===== src/rtl/dds_pkg.sv =====
`default_nettype none
// ============================================================================
// Module  : dds_pkg
// Brief   : Shared constants and state encoding for the DDS sweep sequencer.
// Revision: 1.0 - initial release
// ============================================================================
package dds_pkg;

  // Default tuning-word width, matching the dds_gen FreqWord input
  localparam int N_DEFAULT = 24;

  // Sweep mode encodings; 2'b11 is handled as a single sweep
  localparam logic [1:0] MODE_SINGLE   = 2'b00;
  localparam logic [1:0] MODE_REPEAT   = 2'b01;
  localparam logic [1:0] MODE_PINGPONG = 2'b10;

  // Sequencer states
  typedef enum logic [1:0] {
    ST_IDLE   = 2'd0,
    ST_DWELL  = 2'd1,
    ST_FINISH = 2'd2
  } state_e;

endpackage
`default_nettype wire


===== src/rtl/dds_dwell_timer.sv =====
`default_nettype none
// ============================================================================
// Module  : dds_dwell_timer
// Brief   : Loadable down-counter with terminal-count flag. Sets how long
//           each tuning word is held.
// Revision: 1.0 - initial release
// ============================================================================
module dds_dwell_timer #(
  parameter int DW = 16
) (
  input  logic          clk,
  input  logic          rst_n,
  input  logic          load,
  input  logic [DW-1:0] load_val,
  output logic          tc
);

  logic [DW-1:0] count_q;
  logic [DW-1:0] count_d;

  // Load has priority; otherwise count down and rest at zero
  always_comb begin
    count_d = count_q;
    if (load) begin
      count_d = load_val;
    end else if (count_q != '0) begin
      count_d = count_q - 1'b1;
    end
  end

  // Counter register
  always_ff @(posedge clk or negedge rst_n) begin
    if (!rst_n) begin
      count_q <= '0;
    end else begin
      count_q <= count_d;
    end
  end

  assign tc = (count_q == '0);

endmodule
`default_nettype wire


===== src/rtl/dds_sweep_ctrl.sv =====
`default_nettype none
// ============================================================================
// Module  : dds_sweep_ctrl
// Brief   : Frequency-word sequencer feeding dds_gen. Steps FreqWord from a
//           start to a stop word with a fixed increment and a programmable
//           hold per word. Single, repeating and ping-pong sweeps.
// Revision: 1.0 - initial release
// ============================================================================
module dds_sweep_ctrl
  import dds_pkg::*;
#(
  parameter int N  = N_DEFAULT,
  parameter int DW = 16
) (
  input  logic          clk,
  input  logic          rst_n,
  input  logic          start,
  input  logic          abort,
  input  logic [1:0]    mode,
  input  logic [N-1:0]  f_start,
  input  logic [N-1:0]  f_stop,
  input  logic [N-1:0]  f_step,
  input  logic [DW-1:0] dwell,
  output logic [N-1:0]  FreqWord,
  output logic          busy,
  output logic          done,
  output logic          step_tick
);

  state_e        state_q,     state_d;
  logic [N-1:0]  fw_q,        fw_d;
  logic          busy_q,      busy_d;
  logic          done_q,      done_d;
  logic          tick_q,      tick_d;
  logic [N-1:0]  start_lat_q, start_lat_d;
  logic [N-1:0]  stop_lat_q,  stop_lat_d;
  logic [N-1:0]  step_lat_q,  step_lat_d;
  logic [1:0]    mode_lat_q,  mode_lat_d;
  logic [DW-1:0] reload_q,    reload_d;   // D-1, the per-word timer reload
  logic          dir_up_q,    dir_up_d;

  logic          timer_load;
  logic [DW-1:0] timer_val;
  logic          timer_tc;

  // One step from cur toward stop, saturating at stop. The extra MSB keeps
  // N-bit wrap-around from looking like a small in-range value.
  function automatic logic [N-1:0] step_toward(input logic [N-1:0] cur,
                                               input logic [N-1:0] stp,
                                               input logic [N-1:0] lim,
                                               input logic         up);
    logic [N:0] nxt;
    if (up) begin
      nxt = {1'b0, cur} + {1'b0, stp};
      if (nxt >= {1'b0, lim}) nxt = {1'b0, lim};
    end else begin
      nxt = {1'b0, cur} - {1'b0, stp};
      if (nxt[N] || (nxt[N-1:0] <= lim)) nxt = {1'b0, lim};
    end
    return nxt[N-1:0];
  endfunction

  dds_dwell_timer #(.DW(DW)) u_dwell_timer (
    .clk      (clk),
    .rst_n    (rst_n),
    .load     (timer_load),
    .load_val (timer_val),
    .tc       (timer_tc)
  );

  // Next-state and next-output logic for the sweep sequencer
  always_comb begin
    state_d     = state_q;
    fw_d        = fw_q;
    busy_d      = busy_q;
    done_d      = 1'b0;
    tick_d      = 1'b0;
    start_lat_d = start_lat_q;
    stop_lat_d  = stop_lat_q;
    step_lat_d  = step_lat_q;
    mode_lat_d  = mode_lat_q;
    reload_d    = reload_q;
    dir_up_d    = dir_up_q;
    timer_load  = 1'b0;
    timer_val   = reload_q;

    case (state_q)
      ST_IDLE: begin
        if (!abort && start) begin
          start_lat_d = f_start;
          stop_lat_d  = (f_step == '0) ? f_start : f_stop;
          step_lat_d  = f_step;
          mode_lat_d  = mode;
          dir_up_d    = (f_stop >= f_start);
          reload_d    = (dwell == '0) ? '0 : dwell - 1'b1;
          timer_val   = reload_d;
          timer_load  = 1'b1;
          fw_d        = f_start;
          busy_d      = 1'b1;
          state_d     = ST_DWELL;
        end
      end

      ST_DWELL: begin
        if (abort) begin
          fw_d    = '0;
          busy_d  = 1'b0;
          state_d = ST_IDLE;
        end else if (timer_tc) begin
          if (fw_q != stop_lat_q) begin
            fw_d       = step_toward(fw_q, step_lat_q, stop_lat_q, dir_up_q);
            tick_d     = 1'b1;
            timer_load = 1'b1;
          end else begin
            case (mode_lat_q)
              MODE_REPEAT: begin
                fw_d       = start_lat_q;
                tick_d     = 1'b1;
                timer_load = 1'b1;
              end
              MODE_PINGPONG: begin
                // Reverse: old start becomes the new target
                start_lat_d = stop_lat_q;
                stop_lat_d  = start_lat_q;
                dir_up_d    = !dir_up_q;
                fw_d        = step_toward(fw_q, step_lat_q, start_lat_q, !dir_up_q);
                tick_d      = 1'b1;
                timer_load  = 1'b1;
              end
              default: begin
                busy_d  = 1'b0;
                done_d  = 1'b1;
                state_d = ST_FINISH;
              end
            endcase
          end
        end
      end

      ST_FINISH: begin
        if (abort) begin
          fw_d = '0;
        end
        busy_d  = 1'b0;
        state_d = ST_IDLE;
      end

      default: begin
        fw_d    = '0;
        busy_d  = 1'b0;
        state_d = ST_IDLE;
      end
    endcase
  end

  // State, latched sweep settings and registered outputs
  always_ff @(posedge clk or negedge rst_n) begin
    if (!rst_n) begin
      state_q     <= ST_IDLE;
      fw_q        <= '0;
      busy_q      <= 1'b0;
      done_q      <= 1'b0;
      tick_q      <= 1'b0;
      start_lat_q <= '0;
      stop_lat_q  <= '0;
      step_lat_q  <= '0;
      mode_lat_q  <= '0;
      reload_q    <= '0;
      dir_up_q    <= 1'b0;
    end else begin
      state_q     <= state_d;
      fw_q        <= fw_d;
      busy_q      <= busy_d;
      done_q      <= done_d;
      tick_q      <= tick_d;
      start_lat_q <= start_lat_d;
      stop_lat_q  <= stop_lat_d;
      step_lat_q  <= step_lat_d;
      mode_lat_q  <= mode_lat_d;
      reload_q    <= reload_d;
      dir_up_q    <= dir_up_d;
    end
  end

  assign FreqWord  = fw_q;
  assign busy      = busy_q;
  assign done      = done_q;
  assign step_tick = tick_q;

endmodule
`default_nettype wire


===== config.mk =====
export PLATFORM = sky130hd
export DESIGN_NAME = dds_sweep_ctrl
export DESIGN_NICKNAME = d
export VERILOG_FILES = /design/src/rtl/dds_pkg.sv /design/src/rtl/dds_dwell_timer.sv /design/src/rtl/dds_sweep_ctrl.sv
export SDC_FILE = /design/constraint.sdc
export NUM_CORES = 1
export LEC_CHECK = 0
export CORE_MARGIN = 2
export CORE_UTILIZATION = 25
export CTS_CLUSTER_DIAMETER = 100
export DETAILED_ROUTE_END_ITERATION = 16
export GPL_ROUTABILITY_DRIVEN = 0
export PLACE_DENSITY_LB_ADDON = 0.12
export SLEW_MARGIN = 20
export SYNTH_ARGS = -nofsm -noshare
export SYNTH_HDL_FRONTEND = slang
export SYNTH_SLANG_ARGS = --single-unit

===== constraint.sdc =====
create_clock -name clk -period 6.35 [get_ports clk]
set_input_delay 0.635 -clock clk [delete_from_list [all_inputs] [get_ports clk]]
set_output_delay 0.635 -clock clk [all_outputs]
set_load 0.02 [all_outputs]

======== Word-level counts from Yosys, hierarchy flattened ========
Cells that the tools add are included.
Widths: inputs -> output; s select.
operators by class
  $add $sub $neg .......................... 4
  multipliers ............................. 0
  divide/modulo/power cells ............... 0
  $lt $le $gt $ge ......................... 5
  equality and inequality tests ........... 15
  shift operators ......................... 0
  multiplexer cells ....................... 60
  bitwise gates (word level) .............. 0
  reduce and logical (&&, ||, !) cells .... 17
operators with widths
  operator               number
  $mux 24                21
  $pmux 24 s2            3
  $mux 16                5
  $pmux 24 s3            1
  $ge 25x24->1           2
  $le 24x24->1           2
  $logic_not 16->1       2
  $sub 16x1->16 const B  2
  $add 24x24->25         1
  $sub 24x24->25         1
  $ge 24x24->1           1
  $logic_not 24->1       1
  $ne 24x24->1           1
  $mux 1                 21
  $reduce_bool 16->1     1
  $ne 2x2->1 const B     6
  $mux 2                 5
  $ne 3x3->1 const B     3
  $reduce_and 4->1       2
  $pmux 1 s2             3
  $reduce_and 6->1       1
  $ne 5x4->1 const B     1
  $eq 2x1->1 const B     2
  $eq 2x2->1 const B     2
  8 further kinds        11
storage, ports and cells
  register bits after elaboration ......... 136
  bits in latches ......................... 0
  bits in writable memories ............... 0
  ROM bits ................................ 0
  output and inout bits ................... 27
  logic and storage cells ................. 113
  memories kept ........................... 0

======== Depth between registers and ports, before layout ========
  depth in word-level cells ............... 10
  mapped depth ............................ 24

======== Hierarchy ========
Synthesis repeated with hierarchy kept, for this count alone.
second synthesis, totals
  cell total of the unflattened synthesis .. 1743
  area total of the unflattened synthesis .. 13830.8 µm²
by module, submodules not included
  module           times used  cells an instance  area each (µm²)  sequential area each (µm²)
  dds_sweep_ctrl   1           1639               12824.8          2977.9
  dds_dwell_timer  1           104                1006.0           400.4

======== Worst setup path after synthesis ========
OpenSTA, ideal clock, no wires.
  path kind ............................... register to register
  from .................................... register fw_q[0], in the netlist FreqWord[0]
  to ...................................... register fw_q[14], in the netlist FreqWord[14]
  arrival ................................. 5.136 ns
  required time ........................... 6.206 ns
  path slack .............................. 1.069 ns
  stages on the path, launching flop included .. 22
  path buffers ............................ 2
  cell sequence ........................... dfrtp_1 -> ha_1 -> fa_1 -> and2b_1 -> o21ai_1 -> a21oi_1 -> a2111oi_1 -> o21ai_0 -> xnor2_1 -> ha_1 -> a211oi_1 -> nor2_1 -> a2111oi_0 -> nor3b_1 -> a221oi_1 -> nor4b_4 -> buf_6 -> buf_6 -> mux2i_1 -> nor2_1 -> o32ai_1 -> o21ai_0
on the way
  word-level cells in the longest chain between the ends .. 10
  elaborated cells between the ends (all ways) .. 22
  classes of those cells .................. add/sub (2); order compare (4); eq/ne (2); mux (11); reduce/logical (3)
ends and longest elaborated chain
  element                 RTL line               text
  from (decl)             dds_sweep_ctrl.sv:31   logic [N-1:0] fw_q, fw_d;
  from (signal assigned)  dds_sweep_ctrl.sv:172  fw_q <= fw_d;
  $sub 24x24->25          dds_sweep_ctrl.sv:57   nxt = {1'b0, cur} - {1'b0, stp};
  $le 24x24->1            dds_sweep_ctrl.sv:58   if (nxt[N] || (nxt[N-1:0] <= lim)) nxt = {1'b0, lim};
  $logic_or 1x1->1        dds_sweep_ctrl.sv:58
  $mux 24                 dds_sweep_ctrl.sv:58
  $mux 24                 dds_sweep_ctrl.sv:53   if (up) begin
  $pmux 24 s2             dds_sweep_ctrl.sv:115  case (mode_lat_q)
  $mux 24                 dds_sweep_ctrl.sv:110  if (fw_q != stop_lat_q) begin
  $mux 24                 dds_sweep_ctrl.sv:109  end else if (timer_tc) begin
  $mux 24                 dds_sweep_ctrl.sv:105  if (abort) begin
  $pmux 24 s3             dds_sweep_ctrl.sv:87   case (state_q)
Several ways; a longest one is shown, not always the timed one. The select of a mux whose other input is x is not followed.
A chain may end at the register's enable or synchronous reset.

======== Final worst setup path ========
  from .................................... register fw_q[4], in the netlist FreqWord[4]
  to ...................................... register fw_q[3], in the netlist FreqWord[3]
The elaborated chain is that of the path after synthesis.

==> results.md <==
- Setup TNS: 0 ns
- DRC: 0
- CTS root buf: clkbuf_16
- Status: finished, final reports clean
- Crit path largest cell delay: between 0.5 and 0.6 ns
- Clock latency on the worst-skew pair: 0.50 ns
- Distinct cells, synth: approximately 90
- Global Route Usage Sum: between 20% and 30%
- WL final: just under 60000 um
- Register bit total from synthesis: between 100 and 150
- Post-layout min period: approximately 5.9 ns
- Yosys top cell by area: dfrtp_1
- Max-slew violations: 0
- First-pass GRT wire length: just under 90000 um
- Final HPWL DP: 47700 um
- Post-synth EDFFs: 0
- Delay-heaviest family, CP: compound AO/OA/AOI/OAI gates
- Worst-path maximum fanout: 20
- Worst endpoint required time: 6.65 ns
- RR Startpoint: FreqWord[4]
- Pin slew with the least headroom to its limit: around 1 ns
- Final setup viols: 0
- Initial Util: 25.2%
- Deepest clock path buffer count: 2
- Worst setup margin: ~0.42 ns
- Top cell by count, worst path: o21ai_0
- Hold Buf Count CTS: 0
- Commonest register cell after synthesis: dfrtp_1
- CP startpoint kind: flip-flop
- Syn Nets: 1992
- Kind of critical path: reg -> reg
- DR iter-0 viols: roughly 1400
- Post-Syn Instances: between 1500 and 2000
- Max_slew headroom: approximately a third
- Final hold slack: just over 0.2 ns
- R2R setup slack: between 0.4 and 0.5 ns
- Arr. time, crit path: between 6 and 7 ns
- Ys Warns: 0
- Critical-path cell list: ha_1, a21oi_1, nor2b_1, a31oi_2, a211oi_1, nand2_1, a41oi_1, xnor2_1, ha_1, a221o_1, a31oi_1, o21ai_0, o31ai_1, nor2_4, buf_4, and3_1, o21ai_0, a211o_1, o21ai_0
- Clk_skew: about 0.01 ns
- Share of cells above drive strength 1: 7.60%
- Max Cap Viol: 0
- Grt ovf: 0
- Area grow syn2layout: 20.5%
- CP Capture Type: flip-flop
- Largest net degree at the start of global routing: about 100
- Row count: 86
- Final number of hold-violating endpoints: 0
- Setup WS pre-CTS: roughly 0.28 ns
- Tcrit/Tclk final: between 90 and 100%
- Asr flop ratio synth: 100%
- Most frequent cell after synthesis: ha_1
- CTS buffer count: 17
- Antenna-violating nets left: 0
- Clock slew at reported path FFs: ~0.070 ns
- Die ar.: about 57000 um^2
- CTS tree: yes
- Commonest cells in the netlist: 173 x ha_1, 157 x nand2_1, 156 x a21oi_1
- Die width: 239 um
- Wire per inst: 23.2 um
- Worst r2r dst: FreqWord[3]
- Post-DR vias/cell: about 5.4
- Post-layout util: a little under a third
- Yosys top cell area share: 24.4%
- Pre-antenna DRT Iters: 6
- Worst Setup SP: FreqWord[4]
- Vias: 13716
- Vias in the first global route: 13158
- # IOs: around 120
- Setup crit end: FreqWord[3]
- DIE HEIGHT: about 240 um
- Buf/Inv on CP: 1
- R2R depth: 19
- Initial antenna violation count: 1
- Max Clk Rate: 169 MHz
- Core Box Area: between 50000 and 60000 um^2
- WP depth: 19
- Clock sinks: 135
- Layout Nets: 2111
- H-Tree Depth: 4
- Sequential area share after synthesis: between 20 and 25%
- Synth area leaders: dfrtp_1 24%, ha_1 16%, a21oi_1 5.6%
- Cell area after synthesis: about 14000 um^2
- Ant diodes: 0
- I/O Buffers: 120
- Syn_area_per_cell: 8.02 um^2
- Crit-path slowest cell: o31ai_1
- Worst Hold Class: in -> async
cell type report:
type | instances | area [um^2]
clock inverter | 14 | 164
sequential | 135 | 3380
multi-input combinational | 1370 | 9600
tap | 704 | 881
inverter | 134 | 503
fill | 5889 | 38200
clock buffer | 18 | 439
timing repair buffer | 184 | 1700
how the worst min path moves through the flow:
| stage | from | end | slack, ns |
|---|---|---|---|
| final | rst_n | stop_lat_q[5] | 0.21 |
| after global placement | reload_q[6] | reload_q[6] | 0.48 |
| after global routing | rst_n | stop_lat_q[5] | 0.25 |
| after CTS | rst_n | stop_lat_q[15] | 0.22 |
| after floorplan | rst_n | FreqWord[0] | 0.34 |
| after detailed placement | reload_q[6] | reload_q[6] | 0.49 |
what timing repair did:
item                       4_1_cts  5_1_grt
gates resized for setup          0        4
buffers inserted                 0        0
setup endpoints to repair        0        7
flip-flops by register name (all words and copies together), names as in the netlist:
signal / flops
stop_lat_q: 24
start_lat_q: 24
mode_lat_q: 2
u_dwell_timer.count_q: 16
reload_q: 16
state_q: 2
dir_up_q: 1
step_lat_q: 24
FreqWord: 24
done: 1
step_tick: 1
cells by family after synthesis:
family / count (synthesis) / share of synthesized area [%]
adder cells (fa/ha/maj): 175 / 16.0
flip-flops: 135 / 24.4
buffers and inverters: 218 / 6.57
AND/OR/NAND/NOR: 492 / 17.0
XOR/XNOR: 90 / 5.76
AO/OA/AOI/OAI: 555 / 26.0
multiplexers: 58 / 4.24
per-layer routing:
| layer | global-route usage [%] | vias up | share of wire [%] |
|---|---|---|---|
| met5 | 0 | - | 0 |
| met4 | 6.88 | 0 | 2.6 |
| met3 | 3.96 | 55 | 6.0 |
| met2 | 28.8 | 462 | 40 |
| met1 | 32.1 | 6681 | 51 |
| li1 | - | 6518 | - |
layout by cell type (no fill, tap or decap), types with 5 or more instances in the layout:
cell	instances
nor4_1	27
clkbuf_16	17
or3_1	10
nand3_1	30
a211oi_1	47
xor2_1	30
dfrtp_1	135
nand4_1	24
a22oi_1	9
xnor2_1	58
o21ai_0	136
nor2b_1	10
a21oi_1	156
clkdlybuf4s50_1	119
a31oi_1	16
ha_1	173
o21bai_1	11
o21a_1	13
a21o_1	28
a221oi_1	19
o21ai_1	7
o2111ai_1	5
and3_1	18
o221ai_1	10
inv_1	132
a211o_1	10
mux2i_1	54
inv_6	6
buf_4	63
nor3_1	29
nand2_1	157
a221o_1	6
nand2b_1	12
o31ai_1	22
nor2_1	137
worst register-to-register path: cells and delay by family, from the launching register on:
kind | cells | cell delay (ns)
and+or+nand+nor | 4 | 0.79
xor gates and xnor gates | 1 | 0.31
AOI/OAI and AO/OA | 11 | 3.14
adders and majority gates | 2 | 0.81
DFF | 1 | 0.43
buffers and inverters | 1 | 0.24
metrics by stage:
stage	cell area, um^2	instances
after global routing	16700	2559
final	16700	2559
after CTS	16600	2559
after floorplan	13800	1723
after detailed placement	16000	2527
after global placement	16000	2527
Power is left out: the tool's default activity adds up to more than one toggle a clock period on the data nets, which glitch-free logic cannot reach.
